`src/rtl/serial_subtractor.sv`:
```
// rtl/serial_subtractor.sv - 8-bit bit-serial subtractor, LSB first, with borrow/overflow/zero/negative flags
module serial_subtractor (
    input  logic       clk,
    input  logic       reset,
    input  logic       start,
    input  logic [7:0] A,
    input  logic [7:0] B,
    input  logic       BI,
    output logic [7:0] Y,
    output logic       C,
    output logic       V,
    output logic       Z,
    output logic       N,
    output logic       busy,
    output logic       done
);

    typedef enum logic [1:0] {IDLE, RUN, DONE} state_t;

    state_t     state_q, state_d;
    logic [7:0] a_q, a_d;
    logic [7:0] b_q, b_d;
    logic [7:0] res_q, res_d;
    logic       br_q, br_d;
    logic [2:0] cnt_q, cnt_d;
    logic [7:0] y_q, y_d;
    logic       c_q, c_d;
    logic       v_q, v_d;
    logic       z_q, z_d;
    logic       n_q, n_d;
    logic       busy_q, busy_d;
    logic       done_q, done_d;

    logic       diff_bit;
    logic       br_next;
    logic [7:0] res_shift;

    always_comb begin
        diff_bit  = a_q[0] ^ b_q[0] ^ br_q;
        br_next   = (~a_q[0] & b_q[0]) | (~(a_q[0] ^ b_q[0]) & br_q);
        res_shift = {diff_bit, res_q[7:1]};

        state_d = state_q;
        a_d     = a_q;
        b_d     = b_q;
        res_d   = res_q;
        br_d    = br_q;
        cnt_d   = cnt_q;
        y_d     = y_q;
        c_d     = c_q;
        v_d     = v_q;
        z_d     = z_q;
        n_d     = n_q;

        case (state_q)
            IDLE, DONE: begin
                if (start) begin
                    a_d     = A;
                    b_d     = B;
                    br_d    = BI;
                    res_d   = 8'h00;
                    cnt_d   = 3'd0;
                    state_d = RUN;
                end else begin
                    state_d = IDLE;
                end
            end
            RUN: begin
                a_d   = a_q >> 1;
                b_d   = b_q >> 1;
                br_d  = br_next;
                res_d = res_shift;
                cnt_d = cnt_q + 3'd1;
                // Last bit: br_q is the borrow into bit 7, br_next the borrow out of it.
                if (cnt_q == 3'd7) begin
                    state_d = DONE;
                    y_d     = res_shift;
                    c_d     = br_next;
                    v_d     = br_q ^ br_next;
                    z_d     = (res_shift == 8'h00);
                    n_d     = diff_bit;
                end
            end
            default: state_d = IDLE;
        endcase

        busy_d = (state_d == RUN);
        done_d = (state_d == DONE);
    end

    always_ff @(posedge clk) begin
        if (reset) begin
            state_q <= IDLE;
            a_q     <= 8'h00;
            b_q     <= 8'h00;
            res_q   <= 8'h00;
            br_q    <= 1'b0;
            cnt_q   <= 3'd0;
            y_q     <= 8'h00;
            c_q     <= 1'b0;
            v_q     <= 1'b0;
            z_q     <= 1'b0;
            n_q     <= 1'b0;
            busy_q  <= 1'b0;
            done_q  <= 1'b0;
        end else begin
            state_q <= state_d;
            a_q     <= a_d;
            b_q     <= b_d;
            res_q   <= res_d;
            br_q    <= br_d;
            cnt_q   <= cnt_d;
            y_q     <= y_d;
            c_q     <= c_d;
            v_q     <= v_d;
            z_q     <= z_d;
            n_q     <= n_d;
            busy_q  <= busy_d;
            done_q  <= done_d;
        end
    end

    assign Y    = y_q;
    assign C    = c_q;
    assign V    = v_q;
    assign Z    = z_q;
    assign N    = n_q;
    assign busy = busy_q;
    assign done = done_q;

endmodule

```
`config.mk`:
```
export PLATFORM = sky130hd
export DESIGN_NAME = serial_subtractor
export DESIGN_NICKNAME = d
export VERILOG_FILES = /design/src/rtl/serial_subtractor.sv
export SDC_FILE = /design/constraint.sdc
export NUM_CORES = 1
export LEC_CHECK = 0
export ABC_AREA = 0
export CORE_MARGIN = 1.5
export CORE_UTILIZATION = 50
export CTS_CLUSTER_DIAMETER = 40
export CTS_CLUSTER_SIZE = 20
export DETAILED_ROUTE_END_ITERATION = 10
export PLACE_DENSITY_LB_ADDON = 0.2
export SYNTH_ARGS = -nofsm -noshare
export SYNTH_HDL_FRONTEND = slang
export SYNTH_SLANG_ARGS = --single-unit
```
`constraint.sdc`:
```
create_clock -name clk -period 1.8 [get_ports clk]
set_input_delay 0.36 -clock clk [delete_from_list [all_inputs] [get_ports clk]]
set_output_delay 0.36 -clock clk [all_outputs]
set_load 0.05 [all_outputs]
```
== Word level (Yosys, flattened, before mapping) ==
Index checks and enable logic that the tools add are counted.

* Add/subtract/negate cells: 1
* Multipliers: 0
* Divide/modulo/power cells: 0
* $lt $le $gt $ge: 0
* Eq/ne operators: 6
* Shift operators: 0
* Muxes and demuxes: 13
* Bitwise gates (word level): 8
* Reduce and logical (&&, ||, !) cells: 6

{| class="wikitable"
|+ Operators by type and width
! kind !! number
|-
| $pmux W8 S2 || 3
|-
| $mux W8 || 3
|-
| $logic_not A8 Y1 || 1
|-
| $pmux W3 S2 || 1
|-
| $eq A2 B1 Y1 const B || 2
|-
| $eq A2 B2 Y1 const B || 2
|-
| $pmux W2 S2 || 1
|-
| $reduce_and A2 Y1 || 2
|-
| $add A3 B1 Y3 const B || 1
|-
| $eq A3 B3 Y1 const B || 1
|-
| $mux W3 || 1
|-
| $xor A1 B1 Y1 || 3
|-
| $and A1 B1 Y1 || 2
|-
| $logic_not A2 Y1 || 1
|-
| $mux W1 || 2
|-
| $mux W2 || 1
|-
| $ne A2 B2 Y1 const B || 1
|-
| $not A1 Y1 || 2
|-
| $pmux W1 S2 || 1
|-
| $reduce_bool A2 Y1 || 1
|-
| $reduce_or A2 Y1 || 1
|-
| $or A1 B1 Y1 || 1
|}

* Register bits: 44
* Latch bits: 0
* Memory bits (writable): 0
* Memory bits (read-only): 0
* Input port bits: 20
* Output and inout port bits: 14
* Word-level logic and storage cells: 47
* Memories kept: 0

== Logic depth before layout (Yosys ltp) ==
Gate-level depths: netlist of the first run.

* Depth in word-level cells: 5
* Mapped depth: 6
* Depth with buffers taken out: 5

== Least setup slack after synthesis of the first run ==
OpenSTA, ideal clock, no wires.

* Path type: register to register
* From: reg br_q
* To: reg z_q, in the netlist Z
* Setup time: 0.070 ns
* Arrival time: 1.217 ns
* Required time: 1.730 ns
* Slack: 0.513 ns
* Stages on the path, launching flop included: 6
* Buffers on the path: 0
* Cell sequence: dfxtp_1 inv_1 fa_1 nor4_1 nand3_1 a21oi_1

* Word-level cells in the longest chain between the ends: 2

{| class="wikitable"
|+ Ends and longest elaborated chain
! item !! RTL line !! text
|-
| start: declaration || 24 || <nowiki>logic br_q, br_d;</nowiki>
|-
| start signal: assignment || 111 || <nowiki>br_q <= br_d;</nowiki>
|-
| $xor A1 B1 Y1 || 39 || <nowiki>diff_bit = a_q[0] ^ b_q[0] ^ br_q;</nowiki>
|-
| named net diff_bit || 34 || <nowiki>logic diff_bit;</nowiki>
|-
| $logic_not A8 Y1 || 80 || <nowiki>z_d = (res_shift == 8'h00);</nowiki>
|-
| end signal: assignment || 116 || <nowiki>z_q <= z_d;</nowiki>
|-
| end: declaration || 29 || <nowiki>logic z_q, z_d;</nowiki>
|}

The timed path passes the listed nets, and every way through them passes these cells.
A chain may end at the register's enable or synchronous reset.

== Worst setup path after layout of the first run ==
* From: reg done_q, in the netlist done
* To: out done

{| class="wikitable"
|+ RTL lines
! item !! RTL line !! text
|-
| start: declaration || 32 || <nowiki>logic done_q, done_d;</nowiki>
|-
| start signal: assignment || 119 || <nowiki>done_q <= done_d;</nowiki>
|-
| end: declaration || 15 || <nowiki>output logic done</nowiki>
|}

No word-level cell between the ends.

==> results of run 1 <==
## worst register-to-register path, stage by stage, from the launching register on
cell     delay, ns
dfxtp_1       0.36
ha_1          0.16
ha_1          0.20
and3b_1       0.43
nand2_1       0.15
a21oi_1       0.16
## layout by cell type (no fill, tap or decap), drive strengths merged, types with 2 or more instances in the layout
cell type      Yosys  layout
clkdlybuf4s50      0      19
buf               13      19
nand3             14      14
dlygate4sd2        0       2
clkbuf             5       5
a21oi             23      23
nand2             30      30
dfxtp             42      42
inv                2       2
ha                 2       2
clkinv             0       2
nor3              26      26
nand2b             3       3
nor4               2       2
o22ai             14      14
nor2               5       5
## cells by family (layout without fill, tap and decap cells)
family,Yosys count,count (layout),share of synthesized area (%)
flip-flops,42,42,51.03
adder cells (fa/ha/maj),3,3,2.733
buffers and inverters,20,50,7.062
AND/OR/NAND/NOR,84,84,23.99
AO/OA/AOI/OAI,41,41,14.65
XOR/XNOR,1,1,0.5316
## per-stage QoR
| step | area (µm²) | std cells | utilization, % | total power [W] |
|---|---|---|---|---|
| 2_1_floorplan | 1648 | 191 | - | 0.001201 |
| 5_1_grt | 2047 | 265 | 65.97 | 0.001954 |
| 3_3_place_gp | 1972 | 257 | 63.55 | 0.001281 |
| 3_5_place_dp | 1972 | 257 | 63.55 | 0.001291 |
| 4_1_cts | 2047 | 265 | 65.97 | 0.001874 |
| 6_report | 2047 | 265 | 65.97 | 0.001864 |
## final cells by class
cell class	count	area share, %
Multi-Input combinational cell	129	33.74
Inverter	2	0.3667
Tap cell	44	2.689
Timing Repair Buffer	40	18.34
Sequential cell	42	41.08
Clock buffer	5	1.834
Clock inverter	3	1.956
## worst paths after layout
path	cells past startpoint	start	slack, ns	to
hold / removal	2	Y[0]$_SDFFE_PP0P_	0.46	Y[0]$_SDFFE_PP0P_
hold reg to reg	2	Y[0]$_SDFFE_PP0P_	0.46	Y[0]$_SDFFE_PP0P_
setup / recovery	1	done$_SDFF_PP0_	0.24	done
setup reg to reg	5	cnt_q[0]$_SDFFE_PP0P_	0.29	Y[1]$_SDFFE_PP0P_
## where the power goes
group	leakage [nW]	switching [W]	internal [W]	total, W
Sequential	0.343	0.0000277	0.000976	0.00100
Combinational	0.372	0.000138	0.000130	0.000269
Clock	0.0450	0.000304	0.000288	0.000592
## flip-flops by register name, indices dropped and copies added, names as in the netlist, 2 cells and up
signal and cells:
Y 8, a_q 8, b_q 8, cnt_q 3
res_q 7, state_q 2
## metal layers
metal  wire length, µm  vias to the layer above  share of wire (%)
li1                  -                      726                  -
met4                47                        0                1.3
met1              1576                      670                 44
met5                 0                        -                  0
met3               152                        6                4.3
met2              1766                       34                 50
## timing repair
item / 4_1_cts / 5_1_grt
setup endpoints to repair: 2 / 0
setup buffers: 0 / 0
gates resized for setup: 2 / 0
==> results by group, run 1 <==
Run status
  • Status: finished, final reports clean

Final layout
  • Area of the multi-input gates: 690.7 µm²
  • Share of cells above drive strength 1: 13.12%
  • Area growth from synthesis to final layout: 24.22%
  • ANT cells: 0
  • Nets: 243
  • Fill cell count: 279
  • Register area: 840.8 µm²

Routing
  • Post-route DRC violation count: 0
  • Via count: 1,436
  • Drt via density: 5.419
  • Routed Wire Length: 3542 µm
  • Post-route ant nets: 0
  • Avg WL per Cell: 13.37 µm
  • Drt first pass iters: 4
  • DRT iter0 DRCs: 87

CTS
  • Number of clock sinks: 42
  • H-tree depth: 2
  • Hold-fix buffers at CTS: 0
  • Worst skew pair latency: 0.36 ns
  • CTS Buf Count: 5
  • CTS root buffer: clkbuf_4
  • Reg clk slew, reported paths: 0.13 ns
  • CTS tree: yes
  • Max clock buf depth: 2

Worst setup path
  • Delay-heaviest family, CP: buffers and inverters
  • Worst path required time: 1.44 ns
  • Setup Crit Path Kind: reg -> out
  • Worst path cell trace: dlygate4sd2_1
  • Crit-path max cell delay: 0.52 ns
  • CP max-delay cell: dlygate4sd2_1
  • Setup crit end kind: output port
  • Crit path launch type: flop
  • Maximum fanout along the worst path: 1
  • Crit path buffers/inverters: 1
  • WP data arrival: 1.20 ns

Synthesis
  • Synth warn: 0
  • Top cell type's share of synthesized area: 51.03%
  • Avg Cell Area, Syn: 8.627 µm²
  • Syn_nets: 214
  • Most common cell in the netlist: dfxtp_1
  • Netlist cell types: 26
  • Synthesized flop and latch total: 42
  • Async set or reset register ratio after synthesis: 0%
  • Synth top cells by count: dfxtp_1, nand2_1, nor3_1
  • Post-synth EDFFs: 0
  • Top post-synthesis cells by area: dfxtp_1, nor3_1, a21oi_1
  • Cells after Synth: 191
  • Seq/Total Area, Yosys: 51.03%
  • Post-synth top area cell: dfxtp_1
  • Mapped Area: 0.001648 mm²
  • Main synth FF type: dfxtp_1

Timing
  • Setup violators final: 0
  • Post-Route Skew: 0.01621 ns
  • PnR worst setup slack: 0.2408 ns
  • Hold_ws: 0.4628 ns
  • Worst slew margin: 67.78%
  • RSZ-0062 raised after global routing: false
  • Fin. max-slew vios: 0
  • Fin crit share: 86.62%
  • Worst-Margin Slew: 0.4852 ns
  • Min cycle time layout: 1.559 ns
  • Setup_tns: 0 ns
  • Final Hold Viols: 0
  • Fmax achieved: 641.4 MHz

Placed design
  • Placement Setup Slack: 0.1846 ns
  • Routability Congestion: 0.7512
  • HPWL Detailed: 2440 µm
  • IO Port Bufs: 33

Global routing
  • Vias in the first global route: 1,282
  • Largest net degree at the start of global routing: 43
  • Initial antenna violation count: 0
  • GRT met3 Usage: 6.397%
  • Gr busiest metal: met2
  • Met1 GRT Util: 26.41%
  • GRT met2 Usage: 35.56%
  • First-pass GRT wire length: 5713 µm
  • All-Layer GR Usage: 21.39%
  • Overflow after GRT: 0

Die
  • # rows: 20
  • Io pins: 34
  • Initial Util: 53.10%
  • Die ar.: 0.003649 mm²
  • Die extent in x: 60.41 µm
  • Die height: 60.41 µm
  • Core Area: 0.003103 mm²

Min path
  • Hold Crit Class: reg -> reg

Run
  • Max Cap Viol: 0

Power and ir drop
  • Peak VDD IR: 0.0006027 V
  • Static leakage power: 0.7599 nW
  • PwrDens: 910.4 mW/mm²
Power figures use the tool's default switching activity.
==> run 2, diff against run 1 <==
CORE_MARGIN = unset   (was 1.5)
==> results by group, run 2 (synthesis gave the netlist of run 1 again) <==
Timing
  • RSZ-0062 raised after global routing: false
  • Min cycle time layout: 1.554 ns
  • Fin crit share: 86.36%
  • Fmax achieved: 643.3 MHz
  • Setup_tns: 0 ns
  • PnR worst setup slack: 0.2455 ns
  • Worst slew margin: 61.32%
  • Worst-Margin Slew: 0.5803 ns
  • Post-Route Skew: 0.009191 ns
  • Final Hold Viols: 0
  • Setup violators final: 0
  • Fin. max-slew vios: 0

Final layout
  • Fill cell count: 272
  • Share of cells above drive strength 1: 12.33%
  • ANT cells: 0
  • Area growth from synthesis to final layout: 23.39%
  • Commonest non-fill, non-tap cell in the layout: dfxtp_1
  • Fin cells: 263
  • Most frequent cells in the layout: dfxtp_1, nand2_1, nor3_1
  • Nets: 241

Global routing
  • Largest net degree at the start of global routing: 43
  • All-Layer GR Usage: 21.45%
  • First-pass GRT wire length: 5520 µm
  • Overflow after GRT: 0
  • Vias in the first global route: 1,216
  • Initial antenna violation count: 0

Worst setup path
  • Setup crit end kind: output port
  • Setup crit end: busy
  • Critical Path Stages: 1
  • Reg2reg start: state_q[1]$_SDFF_PP0_
  • Worst path cell trace: dlygate4sd2_1
  • R2r setup slk: 0.29 ns
  • CP max-delay cell: dlygate4sd2_1
  • Worst path required time: 1.44 ns
  • Crit-path max cell delay: 0.52 ns
  • FF-to-FF path depth: 4
  • Crit path launch type: flop
  • CP startpoint: busy$_SDFF_PP0_
  • Worst R2R End: b_q[6]$_SDFFE_PP0P_
  • Crit path buffers/inverters: 1
  • Maximum fanout along the worst path: 1
  • WP data arrival: 1.19 ns
  • Setup Crit Path Kind: reg -> out
  • Delay-heaviest family, CP: buffers and inverters

Die
  • Die height: 59.41 µm
  • Core Area: 0.003078 mm²
  • Die ar.: 0.003529 mm²
  • Io pins: 34
  • # rows: 20
  • Initial Util: 53.54%
  • Die extent in x: 59.41 µm

Run status
  • Status: finished, final reports clean

CTS
  • Max clock buf depth: 2
  • Reg clk slew, reported paths: 0.11 ns
  • Hold-fix buffers at CTS: 0
  • H-tree depth: 2
  • CTS root buffer: clkbuf_4
  • Number of clock sinks: 42
  • CTS tree: yes
  • Postcts setup bufs: 0
  • CTS Buf Count: 5
  • Post-CTS sizing: 2
  • Worst skew pair latency: 0.35 ns

Routing
  • Post-route ant nets: 0
  • Post-route DRC violation count: 0
  • Drt first pass iters: 4
  • Avg WL per Cell: 12.79 µm
  • Via count: 1,398
  • DRT iter0 DRCs: 65
  • Drt via density: 5.316
  • Routed Wire Length: 3363 µm

Power and ir drop
  • Peak VDD IR: 0.0006756 V
  • Pwr Total: 0.001823 W
  • PwrDens: 896.6 mW/mm²
  • Combinational cell fraction of total power: 14.3%
  • Static leakage power: 0.7518 nW
  • Clock power frac: 30.6%
  • NetSw: 0.0004549 W
  • P_int: 0.001368 W
  • Sw Ratio: 24.95%
  • Reg power frac: 55.1%

Placed design
  • IO Port Bufs: 33
  • Placement Setup Slack: 0.1739 ns
  • Routability Congestion: 0.7474
  • HPWL Detailed: 2270 µm
  • Dpl cells: 255

Min path
  • Hold Crit Class: reg -> reg

Run
  • Max Cap Viol: 0
[run 2: worst min-delay path by stage]
stage,endpoint,start,slack (ns),depth (start not counted)
global placement,V$_SDFFE_PP0P_,V$_SDFFE_PP0P_,0.44,2
floorplan,Y[0]$_SDFFE_PP0P_,res_q[1]$_SDFFE_PP0P_,0.45,2
global route,V$_SDFFE_PP0P_,V$_SDFFE_PP0P_,0.48,2
detailed placement,Y[5]$_SDFFE_PP0P_,Y[5]$_SDFFE_PP0P_,0.45,2
CTS,Y[5]$_SDFFE_PP0P_,Y[5]$_SDFFE_PP0P_,0.46,2
finish,V$_SDFFE_PP0P_,V$_SDFFE_PP0P_,0.46,2
[run 2: area by class of cell]
class	instances	area [µm²]	area share, %
Timing Repair Buffer	38	360.3	17.72
Clock buffer	8	78.83	3.877
Tap cell	44	55.05	2.708
Multi-Input combinational cell	129	690.7	33.97
Sequential cell	42	840.8	41.35
Inverter	2	7.507	0.3692
[run 2: power by group through the flow]
stage          logic (W)  clock network, W  registers [W]
2_1_floorplan   0.000177                 0        0.00102
3_3_place_gp    0.000251                 0        0.00102
3_5_place_dp    0.000260                 0        0.00103
4_1_cts         0.000261          0.000574        0.00100
5_1_grt         0.000288          0.000620        0.00101
6_report        0.000261          0.000558        0.00100
[run 2: per-stage QoR]
| stage | instance area (µm²) | util, % | hold slack, ns |
|---|---|---|---|
| CTS | 2033 | 66.06 | 0.4646 |
| floorplan | 1648 | - | 0.4453 |
| global placement | 1957 | 63.58 | 0.4429 |
| finish | 2033 | 66.06 | 0.4624 |
| global route | 2033 | 66.06 | 0.4838 |
| detailed placement | 1957 | 63.58 | 0.4485 |
[run 2: layer usage]
layer	GRT usage [%]	vias to the layer above	share of wire, %
met5	0	-	0
met4	7.143	0	0.86
met3	7.205	4	4.5
met2	32.91	33	48
met1	28.20	641	47
li1	-	720	-
[run 2: worst reg2reg max path: stages, from the launching register on]
cell	delay (ns)
dfxtp_1	0.37
nand2b_1	0.49
buf_4	0.32
o22ai_1	0.11
nor3_1	0.17
==> run 3, diff against run 2 <==
REMOVE_ABC_BUFFERS = 1   (was unset)
==> results by group, run 3 (synthesis gave the netlist of run 1 again) <==
CTS
  • CTS root buffer: clkbuf_4
  • Reg clk slew, reported paths: 0.12 ns
  • CTS tree: yes
  • H-tree depth: 2
  • Number of clock sinks: 42
  • CTS Buf Count: 5
  • Postcts setup bufs: 0
  • Worst skew pair latency: 0.35 ns
  • Max clock buf depth: 2

Min path
  • Hold Crit Class: reg -> reg

Final layout
  • Fin cells: 264
  • Area of the multi-input gates: 690.7 µm²
  • Util after Layout: 65.24%
  • Commonest non-fill, non-tap cell in the layout: dfxtp_1
  • Share of cells above drive strength 1: 12.73%
  • Most frequent cells in the layout: dfxtp_1, nand2_1, nor3_1
  • ANT cells: 0
  • Area growth from synthesis to final layout: 21.87%
  • Register area: 840.8 µm²
  • Fill cell count: 288
  • Nets: 242

Timing
  • Min cycle time layout: 1.554 ns
  • Fmax achieved: 643.7 MHz
  • Worst slew margin: 67.46%
  • Worst-Margin Slew: 0.4901 ns
  • Setup_tns: 0 ns
  • Hold_ws: 0.4591 ns
  • Fin crit share: 86.31%
  • Fin. max-slew vios: 0
  • Setup violators final: 0
  • Post-Route Skew: 0.009852 ns
  • RSZ-0062 raised after global routing: false
  • Final Hold Viols: 0

Worst setup path
  • Crit-path max cell delay: 0.52 ns
  • Crit path launch type: flop
  • Setup Crit Path Kind: reg -> out
  • Worst path cell trace: dlygate4sd2_1
  • Maximum fanout along the worst path: 1
  • R2r setup slk: 0.33 ns
  • Worst path required time: 1.44 ns
  • WP data arrival: 1.19 ns
  • Crit path buffers/inverters: 1
  • Delay-heaviest family, CP: buffers and inverters
  • CP max-delay cell: dlygate4sd2_1
  • Setup crit end kind: output port

Run status
  • Status: finished, final reports clean

Global routing
  • Initial antenna violation count: 0
  • Vias in the first global route: 1,337
  • Met1 GRT Util: 22.57%
  • First-pass GRT wire length: 5602 µm
  • GRT met2 Usage: 40.29%
  • Largest net degree at the start of global routing: 43
  • Overflow after GRT: 0
  • Gr busiest metal: met2
  • All-Layer GR Usage: 21.81%
  • GRT met3 Usage: 6.550%

Die
  • Die ar.: 0.003529 mm²
  • # rows: 20
  • Io pins: 34
  • Die extent in x: 59.41 µm
  • Core Area: 0.003078 mm²
  • Die height: 59.41 µm
  • Initial Util: 53.54%

Placed design
  • Routability Congestion: 0.6878
  • HPWL Detailed: 2085 µm
  • Dpl cells: 256
  • IO Port Bufs: 33

Routing
  • DRT iter0 DRCs: 25
  • Drt via density: 5.436
  • Drt first pass iters: 4
  • Post-route DRC violation count: 0
  • Post-route ant nets: 0
  • Avg WL per Cell: 12.12 µm
  • Routed Wire Length: 3199 µm
  • Via count: 1,435

Power and ir drop
  • Peak VDD IR: 0.0005857 V
  • Pwr Total: 0.001738 W
  • PwrDens: 865.6 mW/mm²
  • Static leakage power: 0.7405 nW

Run
  • Max Cap Viol: 0
[run 3: changes by cell type in the layout (fill, tap and decap cells not counted), sizes merged]
cell	before	now
buf	17	19
clkbuf	8	7
clkinv	0	1
dlygate4sd2	2	1
[run 3: worst min-delay path, stage by stage, from the launching register on]
cell and delay [ns]:
dfxtp_1 0.33, nand2_1 0.05, a21oi_1 0.05
[run 3: worst paths after layout]
check                                           start                end  cells after the start
worst max-delay path                  done$_SDFF_PP0_               done                      1
worst min-delay path                Y[0]$_SDFFE_PP0P_  Y[0]$_SDFFE_PP0P_                      2
worst max register to register  cnt_q[0]$_SDFFE_PP0P_     C$_SDFFE_PP0P_                      5
worst min register to register      Y[0]$_SDFFE_PP0P_  Y[0]$_SDFFE_PP0P_                      2
[run 3: power breakdown]
group          switching (W)  total (W)  internal [W]
combinational       0.000133   0.000256      0.000124
sequential         0.0000272    0.00100      0.000976
clock               0.000290   0.000479      0.000189
total               0.000450    0.00174       0.00129
[run 3: stage by stage]
stage | worst slack (ns) | area (µm²)
finish | 0.2465 | 2008
global route | 0.1461 | 2008
CTS | 0.2260 | 2008
detailed placement | 0.09366 | 1949
global placement | 0.1909 | 1949
floorplan | 0.3343 | 1539
[run 3: layout make-up]
cell class / instances / share of cell area (%)
flip-flops and latches: 42 / 41.87
multi-input cells: 129 / 34.39
repair buffers: 39 / 17.63
clock buffers: 7 / 2.741
well taps: 44 / 2.741
inverters: 2 / 0.3738
clock inverters: 1 / 0.2492
[run 3: repair_timing]
action | 4_1_cts | 5_1_grt
gates resized for setup | 1 | 0
hold buffers | 0 | 0
setup endpoints to repair | 1 | 0
[run 3: routing by layer]
metal	vias to the layer above	routed length, µm
met5	-	0
met2	41	1665
met3	7	174
li1	723	-
met1	664	1303
met4	0	55
